$ cat src/rtl/scan_window_gate.sv
// Gates the per-revolution point stream to the latched scan window and queues tagged points for the packet builder.
// Optional macro SCAN_GATE_COUNT_CHECK_EN adds o_count_err (accepted count vs. expected count per completed frame).
module scan_window_gate #(
    parameter int DATA_W     = 32,
    parameter int FIFO_DEPTH = 16
) (
    input  logic              i_clk_50m,
    input  logic              i_rst,
    input  logic [15:0]       i_start_index,
    input  logic [15:0]       i_stop_index,
    input  logic [15:0]       i_index_num,
    input  logic              i_frame_sync,
    input  logic              i_point_valid,
    input  logic [DATA_W-1:0] i_point_data,
    input  logic              i_ready,
    output logic              o_valid,
    output logic [DATA_W-1:0] o_data,
    output logic [15:0]       o_index,
    output logic              o_sof,
    output logic              o_eof,
    output logic              o_overflow,
    output logic              o_short_frame
`ifdef SCAN_GATE_COUNT_CHECK_EN
    ,
    output logic              o_count_err
`endif
);

    localparam int PTR_W = $clog2(FIFO_DEPTH);
    localparam int ENT_W = DATA_W + 18;
    localparam logic [PTR_W:0] PTR_ONE = {{PTR_W{1'b0}}, 1'b1};

    typedef enum logic [1:0] {IDLE, ARMED, PASS, DONE} state_t;

    state_t              state_q, state_d;
    logic [15:0]         cnt_q, cnt_d;
    logic [15:0]         acc_q, acc_d;
    logic [15:0]         lo_q, lo_d, hi_q, hi_d, num_q, num_d;
    logic                short_q, short_d;
    logic                ovf_q, ovf_d;
    logic                s0_valid_q, s0_valid_d, s0_sof_q, s0_sof_d, s0_eof_q, s0_eof_d;
    logic [15:0]         s0_index_q, s0_index_d;
    logic [DATA_W-1:0]   s0_data_q, s0_data_d;
    logic                s1_valid_q, s1_valid_d, s1_sof_q, s1_sof_d, s1_eof_q, s1_eof_d;
    logic [15:0]         s1_index_q, s1_index_d;
    logic [DATA_W-1:0]   s1_data_q, s1_data_d;
    logic [PTR_W:0]      wr_ptr_q, wr_ptr_d, rd_ptr_q, rd_ptr_d;
    logic [ENT_W-1:0]    mem_q [FIFO_DEPTH];

    // Effective per-point view: a coincident sync applies before the point is judged.
    logic [15:0]         cur_lo, cur_hi, cur_num, pt_idx, acc_cur, acc_inc;
    state_t              cur_state;
    logic                take, take_sof, take_eof;
    logic                fifo_empty, fifo_full, push, pop, drop;
    logic [ENT_W-1:0]    head;

    always_comb begin
        state_d    = state_q;
        cnt_d      = cnt_q;
        acc_d      = acc_q;
        lo_d       = lo_q;
        hi_d       = hi_q;
        num_d      = num_q;
        short_d    = 1'b0;
        ovf_d      = ovf_q;
        take       = 1'b0;
        take_sof   = 1'b0;
        take_eof   = 1'b0;

        if (i_frame_sync) begin
            lo_d  = (i_start_index <= i_stop_index) ? i_start_index : i_stop_index;
            hi_d  = (i_start_index <= i_stop_index) ? i_stop_index : i_start_index;
            num_d = i_index_num;
        end
        cur_lo    = lo_d;
        cur_hi    = hi_d;
        cur_num   = num_d;
        pt_idx    = i_frame_sync ? 16'd0 : cnt_q;
        cur_state = i_frame_sync ? ARMED : state_q;
        acc_cur   = i_frame_sync ? 16'd0 : acc_q;
        acc_inc   = (acc_cur == 16'hFFFF) ? 16'hFFFF : acc_cur + 16'd1;
        short_d   = i_frame_sync && (state_q == ARMED || state_q == PASS);
        state_d   = cur_state;
        acc_d     = acc_cur;

        if (i_point_valid) begin
            cnt_d = (pt_idx == 16'hFFFF) ? 16'hFFFF : pt_idx + 16'd1;
            case (cur_state)
                ARMED: begin
                    take     = (pt_idx >= cur_lo) && (pt_idx <= cur_hi);
                    take_sof = take;
                end
                PASS:    take = (pt_idx <= cur_hi);
                default: take = 1'b0;
            endcase
        end else if (i_frame_sync) begin
            cnt_d = 16'd0;
        end

        if (take) begin
            take_eof = (acc_inc == cur_num) || (pt_idx == cur_hi);
            acc_d    = acc_inc;
            state_d  = take_eof ? DONE : PASS;
        end

        s0_valid_d = take;
        s0_sof_d   = take_sof;
        s0_eof_d   = take_eof;
        s0_index_d = pt_idx;
        s0_data_d  = i_point_data;

        s1_valid_d = s0_valid_q;
        s1_sof_d   = s0_sof_q;
        s1_eof_d   = s0_eof_q;
        s1_index_d = s0_index_q;
        s1_data_d  = s0_data_q;

        // A pop in the same cycle frees a slot, so a full FIFO still accepts the write.
        fifo_empty = (wr_ptr_q == rd_ptr_q);
        fifo_full  = (wr_ptr_q[PTR_W] != rd_ptr_q[PTR_W]) &&
                     (wr_ptr_q[PTR_W-1:0] == rd_ptr_q[PTR_W-1:0]);
        pop        = !fifo_empty && i_ready;
        push       = s1_valid_q && (!fifo_full || pop);
        drop       = s1_valid_q && fifo_full && !pop;
        wr_ptr_d   = push ? wr_ptr_q + PTR_ONE : wr_ptr_q;
        rd_ptr_d   = pop ? rd_ptr_q + PTR_ONE : rd_ptr_q;

        if (i_frame_sync) begin
            ovf_d = 1'b0;
        end
        if (drop) begin
            ovf_d = 1'b1;
        end
    end

    always_ff @(posedge i_clk_50m) begin
        if (i_rst) begin
            state_q    <= IDLE;
            cnt_q      <= '0;
            acc_q      <= '0;
            lo_q       <= 16'd450;
            hi_q       <= 16'd3150;
            num_q      <= 16'd2701;
            short_q    <= 1'b0;
            ovf_q      <= 1'b0;
            s0_valid_q <= 1'b0;
            s0_sof_q   <= 1'b0;
            s0_eof_q   <= 1'b0;
            s0_index_q <= '0;
            s0_data_q  <= '0;
            s1_valid_q <= 1'b0;
            s1_sof_q   <= 1'b0;
            s1_eof_q   <= 1'b0;
            s1_index_q <= '0;
            s1_data_q  <= '0;
            wr_ptr_q   <= '0;
            rd_ptr_q   <= '0;
        end else begin
            state_q    <= state_d;
            cnt_q      <= cnt_d;
            acc_q      <= acc_d;
            lo_q       <= lo_d;
            hi_q       <= hi_d;
            num_q      <= num_d;
            short_q    <= short_d;
            ovf_q      <= ovf_d;
            s0_valid_q <= s0_valid_d;
            s0_sof_q   <= s0_sof_d;
            s0_eof_q   <= s0_eof_d;
            s0_index_q <= s0_index_d;
            s0_data_q  <= s0_data_d;
            s1_valid_q <= s1_valid_d;
            s1_sof_q   <= s1_sof_d;
            s1_eof_q   <= s1_eof_d;
            s1_index_q <= s1_index_d;
            s1_data_q  <= s1_data_d;
            wr_ptr_q   <= wr_ptr_d;
            rd_ptr_q   <= rd_ptr_d;
        end
    end

    // Storage has no reset; emptiness is tracked by the pointers alone.
    always_ff @(posedge i_clk_50m) begin
        if (push) begin
            mem_q[wr_ptr_q[PTR_W-1:0]] <= {s1_sof_q, s1_eof_q, s1_index_q, s1_data_q};
        end
    end

    // Head is masked while empty so stale storage never reaches the outputs.
    assign head          = fifo_empty ? '0 : mem_q[rd_ptr_q[PTR_W-1:0]];
    assign o_valid       = !fifo_empty;
    assign o_data        = head[DATA_W-1:0];
    assign o_index       = head[DATA_W+15:DATA_W];
    assign o_eof         = head[DATA_W+16];
    assign o_sof         = head[DATA_W+17];
    assign o_overflow    = ovf_q;
    assign o_short_frame = short_q;

`ifdef SCAN_GATE_COUNT_CHECK_EN
    logic count_err_q, count_err_d;

    always_comb begin
        count_err_d = i_frame_sync && (state_q == DONE) && (acc_q != num_q);
    end

    always_ff @(posedge i_clk_50m) begin
        if (i_rst) begin
            count_err_q <= 1'b0;
        end else begin
            count_err_q <= count_err_d;
        end
    end

    assign o_count_err = count_err_q;
`endif

endmodule
$ cat config.mk
export PLATFORM = sky130hd
export DESIGN_NAME = scan_window_gate
export DESIGN_NICKNAME = d
export VERILOG_FILES = /design/src/rtl/scan_window_gate.sv
export SDC_FILE = /design/constraint.sdc
export NUM_CORES = 1
export LEC_CHECK = 0
export ABC_AREA = 1
export BUFFER_PORTS_ARGS = -buffer_cell sky130_fd_sc_hd__buf_2
export CAP_MARGIN = 20
export CORE_MARGIN = 4
export CORE_UTILIZATION = 30
export DETAILED_ROUTE_END_ITERATION = 8
export PLACE_DENSITY_LB_ADDON = 0.1
export SLEW_MARGIN = 5
export SYNTH_ARGS = -nofsm -noshare
export SYNTH_HDL_FRONTEND = slang
export SYNTH_SLANG_ARGS = --single-unit
$ cat constraint.sdc
create_clock -name i_clk_50m -period 8.1 [get_ports i_clk_50m]
set_input_delay 0.405 -clock i_clk_50m [delete_from_list [all_inputs] [get_ports i_clk_50m]]
set_output_delay 0.405 -clock i_clk_50m [all_outputs]
set_load 0.02 [all_outputs]
# [Word-level counts from Yosys, hierarchy flattened]
# Memory sizes are Yosys's and may differ from the RTL's. A register that Yosys moved wholly into a read port is not among the register bits.
# Cells that the tools add are included.
# W data, S select, Z words.
[totals] regBits=196 ram_bits=800 inputBits=85 out_inout_bits=53 wordCells=81 n_memories=1
[classes] add_sub_neg=4 n_lt_le_gt_ge=3 n_eq_ne=11 n_mux=23 bitwise=3 n_reduce_logical=16
[memory_table] name="mem_q" depth=16 word_bits=50 rd=1 rd_clocked_by_memory_dff=1 wr=1 line="48" rtl="logic [ENT_W-1:0] mem_q [FIFO_DEPTH];"
[ops] op="$mux W16" n=11
[ops] op="$mux W50" n=1
[ops] op="$add A16 B1 Y16 const B" n=2
[ops] op="$eq A16 B16 Y1" n=2
[ops] op="$eq A16 B16 Y1 const B" n=2
[ops] op="$le A16 B16 Y1" n=2
[ops] op="$ge A16 B16 Y1" n=1
[ops] op="$add A5 B1 Y5 const B" n=2
[ops] op="$mux W4" n=2
[ops] op="$logic_and A1 B1 Y1" n=7
[ops] op="$mux W1" n=6
[ops] op="$eq A5 B5 Y1" n=1
[ops] op="$eq A2 B1 Y1 const B" n=2
[ops] op="$eq A2 B2 Y1 const B" n=2
[ops] op="$eq A4 B4 Y1" n=1
[ops] op="$mux W2" n=2
[ops] op="$logic_not A1 Y1" n=3
[ops] op="$logic_or A1 B1 Y1" n=3
[ops] op="$not A1 Y1" n=3
[ops] op="$reduce_or A3 Y1" n=1
[ops] op="$pmux W1 S2" n=1
[ops] op="$reduce_bool A2 Y1" n=1
[ops] op="$reduce_or A2 Y1" n=1
[ops] op="$ne A1 B1 Y1" n=1

# [Depth between registers and ports, before layout]
[logic_depth] depth_word=9 mapped_depth=31 ltp_nobuf=29

# [Worst setup path after synthesis]
# No wires, ideal clock.
[synth_timing] path_type="register to register" startpoint="reg wr_ptr_q[2]" endpoint="mem mem_q[11][0] in the netlist's numbering, enable pin" setup_ns=0.458 arrival_ns=3.601 required_ns=7.642 slack_ns=4.041 stages_incl_launch_ff=11 n_path_buf=1 period_less_slack_ns=4.059 path_cell_list="dfxtp_1 clkbuf_1 xnor2_1 nand4_1 or2_1 nand2_1 nand3b_1 nand2_1 inv_1 nand3_1 nor2_1"
[synth_via] elab_chain_cells=7 word_cells_on_any_way=10 classes_between="eq/ne: 2; mux: 2; reduce/logical: 6"
[synth_lines] element="from (decl)" line="47" rtl="logic [PTR_W:0] wr_ptr_q, wr_ptr_d, rd_ptr_q, rd_ptr_d;"
[synth_lines] element="from (signal assigned)" line="177" rtl="wr_ptr_q <= wr_ptr_d;"
[synth_lines] element="$eq A5 B5 Y1" line="119" rtl="fifo_empty = (wr_ptr_q == rd_ptr_q);"
[synth_lines] element="$logic_not A1 Y1"
[synth_lines] element="named net o_valid" line="16" rtl="output logic o_valid,"
[synth_lines] element="$logic_and A1 B1 Y1" line="122" rtl="pop = !fifo_empty && i_ready;"
[synth_lines] element="$logic_or A1 B1 Y1" line="123" rtl="push = s1_valid_q && (!fifo_full || pop);"
[synth_lines] element="$logic_and A1 B1 Y1" line="123"
[synth_lines] element="$mux W1" line="184" rtl="if (push) begin"
[synth_lines] element="$mux W1 (implied by the code)" line="185" rtl="mem_q[wr_ptr_q[PTR_W-1:0]] <= {s1_sof_q, s1_eof_q, s1_index_q, s1_data_q};"
[synth_lines] element="to (decl)" line="48"
# The timed path passes the listed nets, and every way through them passes these cells.

==> flow_metrics.tcl <==
set metrics [dict create \
    hold_viol 0 \
    tns_ns 0 \
    clk_pin_slew_ns 0.05 \
    drive_gt1_share_pct 11.12 \
    worstPathArrival_ns 4.67 \
    synth-edff-count 800 \
    via_per_inst 4.895 \
    nNetsFinal 3718 \
    critPathRequiredTime_ns 7.70 \
    rsz0062_at_grt "no" \
    wl_per_cell_um 22.17 \
    status "complete, no violations" \
    cts_buffers 115 \
    max_clock_freq_ghz 0.1971 \
    holdWs_ns 0.07455 \
    core-area_um2 133300 \
    critical_path_class "reg -> out" \
    crit_chain "buf_4, buf_4, o21ai_0, o221ai_1, nand3_1, a21oi_1, buf_2" \
    setup_slack_ns 3.026 \
    start_kind "flop" \
    ant_nets 0 \
    slew_headroom_pct 26.68 \
    yosysSeqAreaShare_pct 69.73 \
    initial_core_util_pct 30.15 \
    power_density_nw_per_um2 243.5 \
    cpPeakStageDelay_ns 0.96 \
    die_h_um 374.0 \
    fin_crit_ns 5.074 \
    vias 26650 \
    critPathCaptureType "primary output" \
    syn_inst 3467 \
    remaining_drc_errors 0 \
    cap_viol_max_count 0 \
    root_buffer "clkbuf_16" \
    std_cell_rows 134 \
    routed_wl_um 120700 \
    ys.flop_type "edfxtp_1" \
    grt_remaining_overflow 0 \
    antenna_found_initial 3 \
    synthTopCellsByArea "edfxtp_1, dfxtp_1, nor2_1" \
    area_growth_pct 16.52 \
    htree_levels 3 \
    critPathSlowestCell "buf_4" \
    ys_warn_count 0 \
    dp.cells 5189 \
    synthesis.area_um2 40190 \
    clock_skew_ns 0.02508 \
    post_cts_resized 0 \
    drt_iter0_drc 2011 \
    synth_seq_cells 1000 \
    finalCritPeriodShare_pct 62.64 \
    path_max_fanout 102 \
    path_buf_inv 3 \
    dp_hpwl_um 60100 \
    io_buffer_count 137 \
    syn_area_per_cell_um2 11.59 \
    cts_buffer_depth 3 \
    clkLatencyLatePin_ns 0.71 \
    pin_count 138 \
    first_global_vias 26900 \
    numClockSinks 1000 \
    leakagePower_nw 16.63 \
    gp_congestion 0.7375 \
    grt_usage_pct 16.89 \
    final_cell_count_no_fill 5445 \
    min_path_type "in -> reg" \
    antennaDiodeCount 0 \
    synth_top_area_share_pct 59.77 \
    cts_tree "yes" \
    synth_top_area_cell "edfxtp_1" \
    dieWidth_um 374.0 \
    vdd_drop_max_mv 0.1886 \
    netlist_top_cells_count "edfxtp_1, nor2_1, o21ai_0" \
    total_power_mw 11.40 \
    tightest_slew_ns 1.100 \
    synth_most_common_cell "edfxtp_1" \
    synth_cell_types 47 \
    grt_pass1_wl_um 178800 \
    die_area_um2 139900 \
    cp_common_cell "buf_4" \
    setup_violations 0 \
    grt_max_degree 177 \
    crit_family "buffers and inverters" \
    dp_slack_ns 2.618 \
    syn_nets 3609 \
    ys_async_sr_fraction_pct 0 \
    first_pass_iters 5 \
    finalMaxSlewViolations 0 \
]
state kept, by name, summed over array words and instances, names as in the netlist, named ones only:
name / count
o_short_frame: 1
s1_valid_q: 1
s0_sof_q: 1
cnt_q: 16
s0_index_q: 16
rd_ptr_q: 5
s1_data_q: 32
s0_data_q: 32
s0_eof_q: 1
s1_eof_q: 1
acc_q: 16
hi_q: 16
s0_valid_q: 1
s1_index_q: 16
o_overflow: 1
state_q: 2
s1_sof_q: 1
num_q: 16
wr_ptr_q: 5
lo_q: 16
mem_q: 800
metrics by stage:
stage	cell area, um2	utilization [%]
5_1_grt	46830	35.14
3_5_place_dp	42660	32.00
6_report	46830	35.14
3_3_place_gp	42660	32.00
4_1_cts	46830	35.14
2_1_floorplan	40190	-
cell families after synthesis:
logic type               Yosys count  synth area share [%]
multiplexers                       2               0.04981
AND/OR/NAND/NOR                 1074                 10.96
XOR/XNOR                           9                0.1961
flip-flops                      1000                 69.73
adder cells (fa/ha/maj)           57                 1.774
AO/OA/AOI/OAI                    863                 12.81
buffers and inverters            462                 4.486
per-layer routing:
| layer | track usage [%] | routed length (um) | vias up |
|---|---|---|---|
| li1 | - | - | 12690 |
| met1 | 23.38 | 57190 | 13360 |
| met2 | 27.86 | 56860 | 448 |
| met3 | 2.669 | 4257 | 153 |
| met4 | 3.966 | 2412 | 0 |
| met5 | 0 | 0 | - |
worst register-to-register path: stages, from the launching register on:
cell and delay [ns]:
dfxtp_1 0.50, xnor2_1 0.11, nand4_1 0.12, or2_1 0.28, nand2_1 0.15, nand3b_1 0.12, nand2_1 0.24, inv_1 0.22
nand2_1 0.27, nor2_4 0.75, buf_4 0.83
cell type report:
| cell class | instances | area [um2] |
|---|---|---|
| Fill cell | 13230 | 86460 |
| Sequential cell | 1000 | 28040 |
| Multi-Input combinational cell | 2005 | 10480 |
| Clock buffer | 179 | 3381 |
| Tap cell | 1768 | 2212 |
| Timing Repair Buffer | 211 | 1368 |
| Inverter | 243 | 932.1 |
| Clock inverter | 39 | 414.1 |
power breakdown:
group          total [mW]  internal, mW  switching [mW]
sequential           5.59          5.54          0.0516
clock                5.18          3.08            2.10
combinational       0.632         0.193           0.439
total                11.4          8.81            2.59
worst paths after layout:
path	startpoint	endpoint	slack (ns)	depth (start not counted)
worst max-delay path	flop	o_data[7]	3.03	7
worst max register to register	wr_ptr_q[3]	mem_q[0][9]	4.11	10
worst min register to register	s0_data_q[2]	s1_data_q[2]	0.40	2
worst min-delay path	i_rst	hi_q[14]	0.07	2
repair_timing:
action                                 4_1_cts  5_1_grt
endpoints found under the hold margin       38        0
setup buffers                                0        0
hold buffers                                38        0
cell usage in the layout (no fill, tap or decap), drive strengths merged, types with 2 or more instances in the layout:
cell type,synthesis,routed
dlygate4sd3,0,38
a21oi,115,115
and2,2,2
buf,31,173
nand2,266,266
nor3b,2,2
or2,11,11
and3,2,2
o21bai,3,3
clkbuf,188,179
bufinv,0,7
clkinv,2,30
o21ai,462,462
o22ai,58,58
nor3,13,13
a211oi,4,4
o221ai,147,147
clkinvlp,0,2
nand3,135,135
a31oi,2,2
mux2i,2,2
o21a,4,4
dfxtp,200,200
ha,57,57
xnor2,4,4
a21boi,13,13
nor2,623,623
inv,241,243
xor2,5,5
o211ai,54,54
edfxtp,800,800
nand4,17,17
No activity file was read; power rests on OpenSTA's default activity.
